$ cat src/rtl/mem_ctrl_pkg.sv
// Shared encodings for the byte-serial memory controller: FSM states,
// access sizes, load/store codes and the latched transaction context.
package mem_ctrl_pkg;

  localparam int unsigned DATA_W = 32;
  localparam int unsigned BYTE_W = 8;
  localparam int unsigned CNT_W  = 3;

  typedef enum logic [1:0] {
    ST_IDLE  = 2'b00,
    ST_READ  = 2'b01,
    ST_WRITE = 2'b10,
    ST_DONE  = 2'b11
  } state_e;

  typedef enum logic {
    OWN_IF = 1'b0,
    OWN_DM = 1'b1
  } owner_e;

  localparam logic [1:0] SZ_BYTE = 2'b00;
  localparam logic [1:0] SZ_HALF = 2'b01;
  localparam logic [1:0] SZ_WORD = 2'b10;

  localparam logic RW_LOAD  = 1'b0;
  localparam logic RW_STORE = 1'b1;

  typedef struct packed {
    owner_e              owner;
    logic [CNT_W-1:0]    len;
    logic [DATA_W-1:0]   wdata;
  } txn_ctx_t;

  // Byte count of an access; the reserved size code behaves as a word.
  function automatic logic [CNT_W-1:0] size_len(input logic [1:0] size);
    case (size)
      SZ_BYTE: size_len = 3'd1;
      SZ_HALF: size_len = 3'd2;
      default: size_len = 3'd4;
    endcase
  endfunction

endpackage

$ cat src/rtl/mem_ctrl.sv
// Arbitrates instruction fetch and data accesses onto a byte-wide RAM,
// moving one byte per cycle; data-memory requests win ties.
module mem_ctrl
  import mem_ctrl_pkg::*;
#(
  parameter int unsigned ADDR_W = 32
) (
  input  logic              clk,
  input  logic              rst,
  input  logic              if_req,
  input  logic [ADDR_W-1:0] if_addr,
  input  logic              if_flush,
  output logic [31:0]       if_data,
  output logic              if_done,
  input  logic              dm_req,
  input  logic              dm_rw,
  input  logic [1:0]        dm_size,
  input  logic [ADDR_W-1:0] dm_addr,
  input  logic [31:0]       dm_wdata,
  output logic [31:0]       dm_rdata,
  output logic              dm_done,
  input  logic [7:0]        ram_din,
  output logic [7:0]        ram_dout,
  output logic [ADDR_W-1:0] ram_a,
  output logic              ram_wr,
  output logic              busy
);

  state_e             state, state_d;
  logic [CNT_W-1:0]   c, c_d;
  logic [ADDR_W-1:0]  base, base_d;
  txn_ctx_t           ctx, ctx_d;
  logic [DATA_W-1:0]  rbuf, rbuf_d;
  logic [DATA_W-1:0]  if_data_d, dm_rdata_d;
  logic               if_done_d, dm_done_d, ram_wr_d, busy_d;
  logic [ADDR_W-1:0]  ram_a_d;
  logic [7:0]         ram_dout_d;
  logic [4:0]         rd_lsb, wr_lsb;
  logic               flush_hit;

  assign flush_hit = if_flush && (state == ST_READ) && (ctx.owner == OWN_IF);

  // Next state plus the RAM/handshake outputs for the cycle that follows.
  always_comb begin
    state_d    = state;
    c_d        = c;
    base_d     = base;
    ctx_d      = ctx;
    rbuf_d     = rbuf;
    if_data_d  = if_data;
    dm_rdata_d = dm_rdata;
    rd_lsb     = {2'(c - 3'd1), 3'b000};

    unique case (state)
      ST_IDLE: begin
        if (dm_req) begin
          ctx_d   = '{owner: OWN_DM, len: size_len(dm_size), wdata: dm_wdata};
          base_d  = dm_addr;
          c_d     = '0;
          rbuf_d  = '0;
          state_d = (dm_rw == RW_STORE) ? ST_WRITE : ST_READ;
        end else if (if_req) begin
          ctx_d   = '{owner: OWN_IF, len: 3'd4, wdata: '0};
          base_d  = if_addr;
          c_d     = '0;
          rbuf_d  = '0;
          state_d = ST_READ;
        end
      end
      ST_READ: begin
        if (flush_hit) begin
          state_d = ST_IDLE;
          c_d     = '0;
        end else begin
          // RAM data lags the address by a cycle, so count c carries byte c-1.
          if (c != '0) rbuf_d[rd_lsb +: 8] = ram_din;
          if (c == ctx.len) begin
            state_d = ST_DONE;
            c_d     = '0;
            if (ctx.owner == OWN_IF) if_data_d = rbuf_d;
            else                     dm_rdata_d = rbuf_d;
          end else begin
            c_d = c + 3'd1;
          end
        end
      end
      ST_WRITE: begin
        if (c == ctx.len - 3'd1) begin
          state_d = ST_DONE;
          c_d     = '0;
        end else begin
          c_d = c + 3'd1;
        end
      end
      ST_DONE: state_d = ST_IDLE;
      default: state_d = ST_IDLE;
    endcase

    wr_lsb     = {2'(c_d), 3'b000};
    busy_d     = (state_d != ST_IDLE);
    if_done_d  = (state_d == ST_DONE) && (ctx_d.owner == OWN_IF);
    dm_done_d  = (state_d == ST_DONE) && (ctx_d.owner == OWN_DM);
    ram_wr_d   = (state_d == ST_WRITE);
    ram_a_d    = (ram_wr_d || ((state_d == ST_READ) && (c_d < ctx_d.len)))
                 ? base_d + ADDR_W'(c_d) : '0;
    ram_dout_d = ram_wr_d ? ctx_d.wdata[wr_lsb +: 8] : '0;
  end

  always_ff @(posedge clk or negedge rst) begin
    if (!rst) begin
      state    <= ST_IDLE;
      c        <= '0;
      base     <= '0;
      ctx      <= '0;
      rbuf     <= '0;
      if_data  <= '0;
      dm_rdata <= '0;
      if_done  <= 1'b0;
      dm_done  <= 1'b0;
      ram_wr   <= 1'b0;
      ram_a    <= '0;
      ram_dout <= '0;
      busy     <= 1'b0;
    end else begin
      state    <= state_d;
      c        <= c_d;
      base     <= base_d;
      ctx      <= ctx_d;
      rbuf     <= rbuf_d;
      if_data  <= if_data_d;
      dm_rdata <= dm_rdata_d;
      if_done  <= if_done_d;
      dm_done  <= dm_done_d;
      ram_wr   <= ram_wr_d;
      ram_a    <= ram_a_d;
      ram_dout <= ram_dout_d;
      busy     <= busy_d;
    end
  end

endmodule

$ cat config.mk
export PLATFORM = sky130hd
export DESIGN_NAME = mem_ctrl
export DESIGN_NICKNAME = d
export VERILOG_FILES = /design/src/rtl/mem_ctrl_pkg.sv /design/src/rtl/mem_ctrl.sv
export SDC_FILE = /design/constraint.sdc
export NUM_CORES = 1
export LEC_CHECK = 0
export CAP_MARGIN = 20
export CORE_UTILIZATION = 40
export CTS_CLUSTER_DIAMETER = 80
export DETAILED_ROUTE_END_ITERATION = 10
export PLACE_DENSITY = 0.77
export SKIP_LAST_GASP = 1
export SLEW_MARGIN = 10
export SYNTH_ARGS = -nofsm -noshare
export SYNTH_HDL_FRONTEND = slang
export SYNTH_SLANG_ARGS = --single-unit
export TNS_END_PERCENT = 50
$ cat constraint.sdc
create_clock -name clk -period 5.3 [get_ports clk]
set_input_delay 1.06 -clock clk [delete_from_list [all_inputs] [get_ports clk]]
set_output_delay 1.06 -clock clk [all_outputs]
set_load 0.02 [all_outputs]
[Yosys cells after proc, flatten, opt, wreduce, memory -nomap -nowiden]
Cells that the tools add are included.
Cells by class
  reduce and logical (&&, ||, !) cells: 14
  add/subtract/negate cells: 5
  order comparisons: 1
  mux-type cells: 28
  bitwise logic cells: 3
  eq/ne operators: 11
  shift operators: 3
Operator list (number)
  2-to-1 mux 32 bit: 8
  2-to-1 mux 36 bit: 3
  case mux 32 bit (2 select lines): 1
  adder 32 x 3 -> 32 bit: 1
  bitwise mux 32 bit: 1
  variable shift 8 x 7 -> 32 bit, first input constant: 1
  variable part select 32 x 6 -> 8 bit: 1
  variable part select 8 x 7 -> 32 bit: 1
  2-to-1 mux 3 bit: 5
  2-to-1 mux 2 bit: 6
  case mux 3 bit (3 select lines): 1
  equality test 2 bit, second input constant: 4
  2-to-1 mux 8 bit: 1
  case mux 2 bit (4 select lines): 1
  AND reduction 4 bit: 2
  negator 5 -> 7 bit: 1
  equality test 2 x 1 -> 1 bit, second input constant: 3
  equality test 3 bit: 2
  case mux 3 bit (2 select lines): 1
  logical AND 1 bit: 5
  zero test 2 bit: 2
  nonzero test 2 bit: 2
  adder 3 x 1 -> 3 bit, second input constant: 1
  less-than comparator 3 bit: 1
  other kinds (8): 10
Storage, ports and cells
  logic and storage cells: 80
  input bits: 112
  output and inout port bits: 108
  flip-flop bits (word level): 213

[Logic depth before layout (Yosys ltp)]
Gate-level depths: netlist (run 1).
  depth after elaboration: 9
  depth in mapped cells: 17
  gate-level depth less buffers: 15

[Least setup slack after synthesis (run 1)]
Ideal clock, no wire load.
  path type: input port to flip-flop
  start: input port if_flush
  end: register ram_a[27]
  library setup time: 77 ps
  data required time: 5223 ps
  stages: 15
  path slack: 1170 ps
  arrival time: 4053 ps
  cell sequence: inv_1 o21a_1 a221o_1 and2_1 a22oi_1 clkbuf_1 inv_1 ha_1 a21o_1 a21o_1 and4_1 buf_6 nand2_4 or3_1 a21oi_1
Between the ends
  word-level cells in the longest chain between the ends: 8
  elaborated cells on any way between the ends: 13
  classes of those cells: 1 x add/sub; 1 x order compare; 2 x eq/ne; 5 x mux; 4 x reduce/logical
Ends and longest elaborated chain
  from (decl): line mem_ctrl.sv:12  | input logic if_flush,
  logical AND 1 bit * (2 in series): line mem_ctrl.sv:41  | assign flush_hit = if_flush && (state == ST_READ) && (ctx.owner == OWN_IF);
  2-to-1 mux 3 bit *: line mem_ctrl.sv:71  | if (flush_hit) begin
  case mux 3 bit (3 select lines) *: line mem_ctrl.sv:54  | unique case (state)
  net c_d[1]: line mem_ctrl.sv:30  | logic [CNT_W-1:0] c, c_d;
  parallel branches: the longest is 3 deep, another holds adder 32 x 3 -> 32 bit
  2-to-1 mux 32 bit *: line mem_ctrl.sv:105  | ? base_d + ADDR_W'(c_d) : '0;
  net ram_a_d[27]: line mem_ctrl.sv:36  | logic [ADDR_W-1:0] ram_a_d;
  to (signal assigned): line mem_ctrl.sv:135  | ram_a <= ram_a_d;
  to (decl): line mem_ctrl.sv:24  | output logic [ADDR_W-1:0] ram_a,
Mark *: on every way through the listed nets, which the timed path passes.
A chain may end at the register's enable or synchronous reset.

[Worst setup path in the final report (run 1)]
Same ends and word-level chain as after synthesis.

==> metrics.csv, run 1 <==
metric;value;unit
cell row count;56;
gpl congestion;0.898;
hold path depth;2;
detailed-router iteration count before antenna repair;6;
asr flop ratio synth;100;%
first-pass GRT wire length;42500;um
Least-Margin Pin Slew;1040;ps
Final setup violation count;0;
P_sw;0.00291;W
outcome;complete, no violations;
worst skew pair latency;500;ps
CTS hold repair buffers;0;
Clk pwr share;19.6;%
Final Util;54.2;%
Fill cells;2077;
initial core utilization;41.1;%
Slew Limit Fails;0;
Syn Nets;1049;
number of global-route vias before repair;8039;
Lkg Pwr;5.34;nW
Sw Share;39.7;%
final worst-path cycle share;82.0;%
Max Cap Violations;0;
synthesized instance count;924;
Synth top area share;54.9;%
# DRC;0;
f_max;230;MHz
TritonCTS clock tree;yes;
DR vias;8115;
GR Util All Layers;21.6;%
H-tree Lvls;1;
CP Max Fanout;11;
Sequential Power Share;33.9;%
area leader, netlist;dfrtp_1;
CTS Buf Count;22;
combinational group share of total power;46.5;%
area delta synth->final;31.8;%
worst min-delay path class;reg -> reg;
Clock Path Buffers;3;
RSZ-0062 raised after global routing;no;
IO Count;220;
wire per inst;18.4;um
CP Class;in -> reg;
Worst EP arrival;4770;ps
clock slew at reported path FFs;60;ps
YS warnings;0;
worst path required time;5720;ps
ys flop type;dfrtp_1;
Syn Area/Cell;10.5;sq um
die height;158;um
n_diodes;0;
Detailed Place HPWL;18400;um
Cell Area, Synth;0.00971;sq mm
power per cell area;572;mW/mm^2
fin crit period;4350;ps
Final ANT Viol Nets;0;
Sink Count;213;
synth unique cells;68;
startpoint types;primary input;
input/output buffers;219;
crit end category;flop;
gr ovfl total;0;
Seq cells post-synth;213;
clock root cell;clkbuf_16;
maximum vdd ir drop;0.326;mV
initial antenna violation count;0;
Register-to-Register Path Depth;13;
Placeable Area;0.0236;sq mm
Final Hold Vio Count;0;
largest net degree at the start of global routing;122;
Routed WL;26700;um
Setup Buffers After CTS;0;
post-DR vias/cell;5.60;
Pint;0.00441;W
Die X;158;um
die area;0.0249;sq mm
final net count;1242;
setup tns final;0;ps
clock skew;13.9;ps
drt first-iter violations;474;
Post-synth EDFFs;0;
synth top area cells;dfrtp_1 55%, a22o_1 6.0%, a22oi_1 4.6%;
Resized cells post-CTS;0;
layout cells sized above 1;7.35;%
slew margin rel.;30.7;%
post-synthesis sequential area ratio;54.9;%
[routing by layer]
| layer | track usage, % | part of all wire, % |
|---|---|---|
| met1 | 30.3 | 44 |
| met2 | 34.0 | 46 |
| met5 | 0 | 0 |
| met3 | 3.72 | 7.1 |
| met4 | 6.66 | 2.5 |
[cell usage in the layout (no fill, tap or decap), types with 11 or more instances in the layout]
cell type	instances
clkdlybuf4s50_1	217
dfrtp_1	213
nor2_1	80
a22o_1	67
nand2_1	65
a22oi_1	59
a21oi_1	58
o21ai_0	56
nor2b_1	28
a31oi_1	24
clkbuf_16	23
inv_1	16
buf_4	16
xor2_1	15
xnor2_1	13
or2_2	12
nand2b_1	12
ha_1	12
nand3_1	11
[worst paths after layout]
kind | from | endpoint | slack (ps)
max reg2reg | state[1] | ram_a[27] | 1190
min in group asynchronous | rst | base[31] | 650
min reg2reg | if_data[10] | if_data[10] | 480
min | if_data[10] | if_data[10] | 480
max in group asynchronous | rst | ctx[10] | 3610
max | if_flush | ram_a[27] | 950
[power by group through the flow]
stage	logic, W	registers, W	clock network, W
floorplan	0.00200	0.00269	0
global placement	0.00332	0.00249	0
detailed placement	0.00339	0.00250	0
CTS	0.00341	0.00248	0.00147
global route	0.00374	0.00254	0.00154
finish	0.00341	0.00248	0.00144
[logic make-up after synthesis]
family	count (synthesis)	synth area share (%)
AO/OA/AOI/OAI	315	22.2
AND/OR/NAND/NOR	262	13.8
flip-flops	213	54.9
buffers and inverters	84	3.92
XOR/XNOR	28	2.52
adder cells (fa/ha/maj)	13	1.75
multiplexers	9	0.940
[layout make-up]
type | count | area, sq um | share of cell area, %
tap | 319 | 399 | 3.12
clock buffer | 30 | 622 | 4.86
sequential | 213 | 5330 | 41.6
timing repair buffer | 236 | 2330 | 18.2
multi-input combinational | 627 | 4020 | 31.4
inverter | 17 | 63.8 | 0.498
clock inverter | 6 | 38.8 | 0.303
[through the flow]
step	worst slack, ps	area (sq um)	std cells	power (W)	hold WS (ps)
6_report	954	12800	1448	0.00733	476
3_3_place_gp	571	12100	1412	0.00581	461
4_1_cts	987	12800	1448	0.00736	483
5_1_grt	789	12800	1448	0.00782	496
3_5_place_dp	483	12100	1412	0.00589	471
2_1_floorplan	1170	9710	924	0.00469	463
[synth_stat cells (4+ instances only)]
cell type and number:
a22o_1 67, clkbuf_1 39, ha_1 12, dfrtp_1 213, nand4_1 9, o21bai_1 6
buf_1 11, nor2b_1 28, nand2b_1 12, xor2_1 15, xnor2_1 13, a21o_1 4
nor3_1 7, a21oi_1 58, nor2_1 81, buf_4 5, buf_6 5, or2_2 12
o211ai_1 9, o21ai_0 56, and2_1 7, nand2_1 65, inv_1 16, buf_2 7
a22oi_1 59, nand3_1 11, mux2i_1 8, a31oi_1 24, o22ai_1 6
[worst max-delay path: stages]
cell and delay [ps]:
clkdlybuf4s50_1 500, inv_1 70, o21a_1 280, a221o_1 430, and2_1 200, nor2b_1 130
o21ai_0 130, o21ai_0 200, ha_1 390, a21o_1 250, and4_1 570, nand2_4 90
or3_1 330, a21oi_1 140
[flip-flops by register name (all words and copies together), names as in the netlist]
register,flops
if_data,32
ram_wr,1
busy,1
ram_dout,8
c,3
dm_rdata,32
base,32
if_done,1
ram_a,32
ctx,36
state,2
dm_done,1
rbuf,32
Power figures use the tool's default switching activity.
==> run 2: changes to the inputs <==
--- a/config.mk
+++ b/config.mk
@@ -9,7 +9,7 @@
 export CORE_UTILIZATION = 40
 export CTS_CLUSTER_DIAMETER = 80
 export DETAILED_ROUTE_END_ITERATION = 10
-export PLACE_DENSITY = 0.77
+export PLACE_DENSITY = 0.79
 export SKIP_LAST_GASP = 1
 export SLEW_MARGIN = 10
 export SYNTH_ARGS = -nofsm -noshare
==> constraint.sdc (replaced) <==
create_clock -name clk -period 3.49 [get_ports clk]
set_input_delay 0.698 -clock clk [delete_from_list [all_inputs] [get_ports clk]]
set_output_delay 0.698 -clock clk [all_outputs]
set_load 0.02 [all_outputs]
==> run 2 against run 1 <==
Effect of this change: non-clock buffer count up 54; cell count up 4.2%; count of clock-buffer cells in the layout unchanged; worst hold slack worse by 330 ps; global-route usage up 1.2 points; combinational power up 70%.
==> metrics.csv, run 2 (synthesis gave the netlist of run 1 again) <==
metric;value;unit;change
clock root cell;clkbuf_16;;
f_max;299;MHz;
GR Util All Layers;22.9;%;+1.2 points
largest net degree at the start of global routing;73;;-40%
Final Hold Vio Count;0;;unchanged
FF-to-FF End;ram_a[13];;
IO Count;220;;unchanged
most common cell after layout, fill and taps aside;clkdlybuf4s50_1;;
drt first-iter violations;544;;+15%
Final Util;57.2;%;+3.0 points
Register-to-Register Path Depth;17;;+4
Worst EP arrival;3740;ps;-1030 ps
Clock Path Buffers;3;;unchanged
Worst R2R Setup Slack;140;ps;-1050 ps
crit end category;flop;;
Detailed Place HPWL;20000;um;+8.5%
gr ovfl total;0;;unchanged
Routed WL;27800;um;+4.2%
worst min-delay path class;in -> async;;
cell count after placement;1465;;+3.8%
detailed-router iteration count before antenna repair;5;;-1
power per cell area;902;mW/mm^2;+58%
clock skew;9.55;ps;-4.38 ps
number of global-route vias before repair;8459;;+5.2%
Fill cells;1971;;-5.1%
worst path required time;3880;ps;-1840 ps
H-tree Lvls;1;;unchanged
max reg flops;36;;unchanged
Die X;158;um;unchanged
RR Startpoint;ctx[33];;
Max Cap Violations;0;;unchanged
clock slew at reported path FFs;60;ps;about the same
cell row count;56;;unchanged
# DRC;0;;unchanged
maximum vdd ir drop;0.499;mV;+53%
Reg with most FFs;ctx;;
CP Class;reg -> reg;;
input/output buffers;219;;unchanged
Finished Layout Cells;1509;;+4.2%
layout cells sized above 1;13.0;%;+5.7 points
outcome;complete, no violations;;
initial core utilization;41.1;%;unchanged
Lkg Pwr;5.72;nW;+7.0%
wire per inst;18.4;um;about the same
die height;158;um;unchanged
fin crit period;3350;ps;
die area;0.0249;sq mm;unchanged
CP Max Fanout;6;;-5
slew margin rel.;46.8;%;+16 points
area delta synth->final;39.0;%;
TritonCTS clock tree;yes;;
Slew Limit Fails;0;;unchanged
final net count;1298;;+4.5%
DR vias;8433;;+3.9%
final worst-path cycle share;95.9;%;
first-pass GRT wire length;44900;um;+5.5%
worst skew pair latency;520;ps;+20 ps
Sink Count;213;;unchanged
Final ANT Viol Nets;0;;unchanged
post-DR vias/cell;5.59;;-0.28%
startpoint types;flop;;
CTS hold repair buffers;0;;unchanged
Least-Margin Pin Slew;792;ps;-248 ps
most frequent cells in the layout;217 x clkdlybuf4s50_1, 213 x dfrtp_1, 80 x nor2_1, 67 x a22o_1, 66 x buf_4;;
Final setup violation count;0;;unchanged
CTS Buf Count;24;;+9.1%
initial antenna violation count;2;;+2
gpl congestion;0.908;;+1.1%
Placeable Area;0.0236;sq mm;unchanged
==> run 2: cell types whose count changed in the layout (fill, tap and decap cells not counted), sizes merged, moves of 2 or more <==
cell      change
buf          +55
clkinv        -2
inv           +2
clkinvlp      +2
bufinv        +4
==> run 2: final cells by class <==
class / instances / area, sq um / share of cell area, %
Antenna cell: 1 / 2.50 / 0.0185
Clock buffer: 30 / 663 / 4.91
Clock inverter: 12 / 189 / 1.40
Inverter: 17 / 63.8 / 0.473
Multi-Input combinational cell: 627 / 4070 / 30.1
Sequential cell: 213 / 5330 / 39.5
Tap cell: 319 / 399 / 2.96
Timing Repair Buffer: 290 / 2790 / 20.6
==> run 2: worst max path at each step <==
stage / from / end / slack [ps] / depth (start not counted)
finish: ctx[33] / ram_a[13] / 140 / 17
global route: ctx[33] / ram_a[31] / -20 / 16
CTS: ctx[32] / ram_a[31] / 2 / 16
detailed placement: if_flush / ram_a[31] / -360 / 15
global placement: if_flush / ram_a[31] / -280 / 15
floorplan: if_flush / ram_a[27] / 10 / 15
==> run 2: through the flow <==
| step | instance area, sq um | setup WS (ps) | hold WS (ps) | total power (W) | setup TNS, ps |
|---|---|---|---|---|---|
| 3_5_place_dp | 12600 | -362 | 470 | 0.00939 | -7150 |
| 4_1_cts | 13400 | 1.53 | 165 | 0.0121 | 0 |
| 3_3_place_gp | 12600 | -278 | 460 | 0.00924 | -4090 |
| 5_1_grt | 13500 | -15.2 | 181 | 0.0129 | -21.8 |
| 2_1_floorplan | 9730 | 10.8 | 402 | 0.00716 | 0 |
| 6_report | 13500 | 144 | 147 | 0.0122 | 0 |
==> run 2: routing by layer <==
metal	GRT usage, %	vias up	wire length [um]
li1	-	3849	-
met5	0	-	12
met2	37.4	372	13300
met4	6.98	2	712
met1	30.7	4143	11500
met3	4.27	67	2250
==> run 2: critical path, stage by stage (launching register included) <==
cell     delay [ps]
dfrtp_1         410
inv_1           110
ha_4            210
xnor2_2         140
o21a_1          170
a221o_1         290
and2_4          180
a22oi_2         210
inv_2            80
ha_1            270
a21o_1          160
a21o_1          160
and4_1          210
buf_4           140
buf_4           150
nand2_1          80
xor2_1          180
nor2_1           60
==> run 2: repair_timing <==
item / CTS / global route
resized for setup: 0 / 10
setup buffers: 0 / 1
setup endpoints to repair: 0 / 24
==> run 2: power breakdown <==
part / switching, W / leakage (nW) / internal [W] / total (W)
Sequential: 0.000409 / 2.73 / 0.00328 / 0.00368
Clock: 0.00104 / 0.404 / 0.00165 / 0.00269
Combinational: 0.00323 / 2.59 / 0.00258 / 0.00581
Total: 0.00467 / 5.72 / 0.00751 / 0.0122
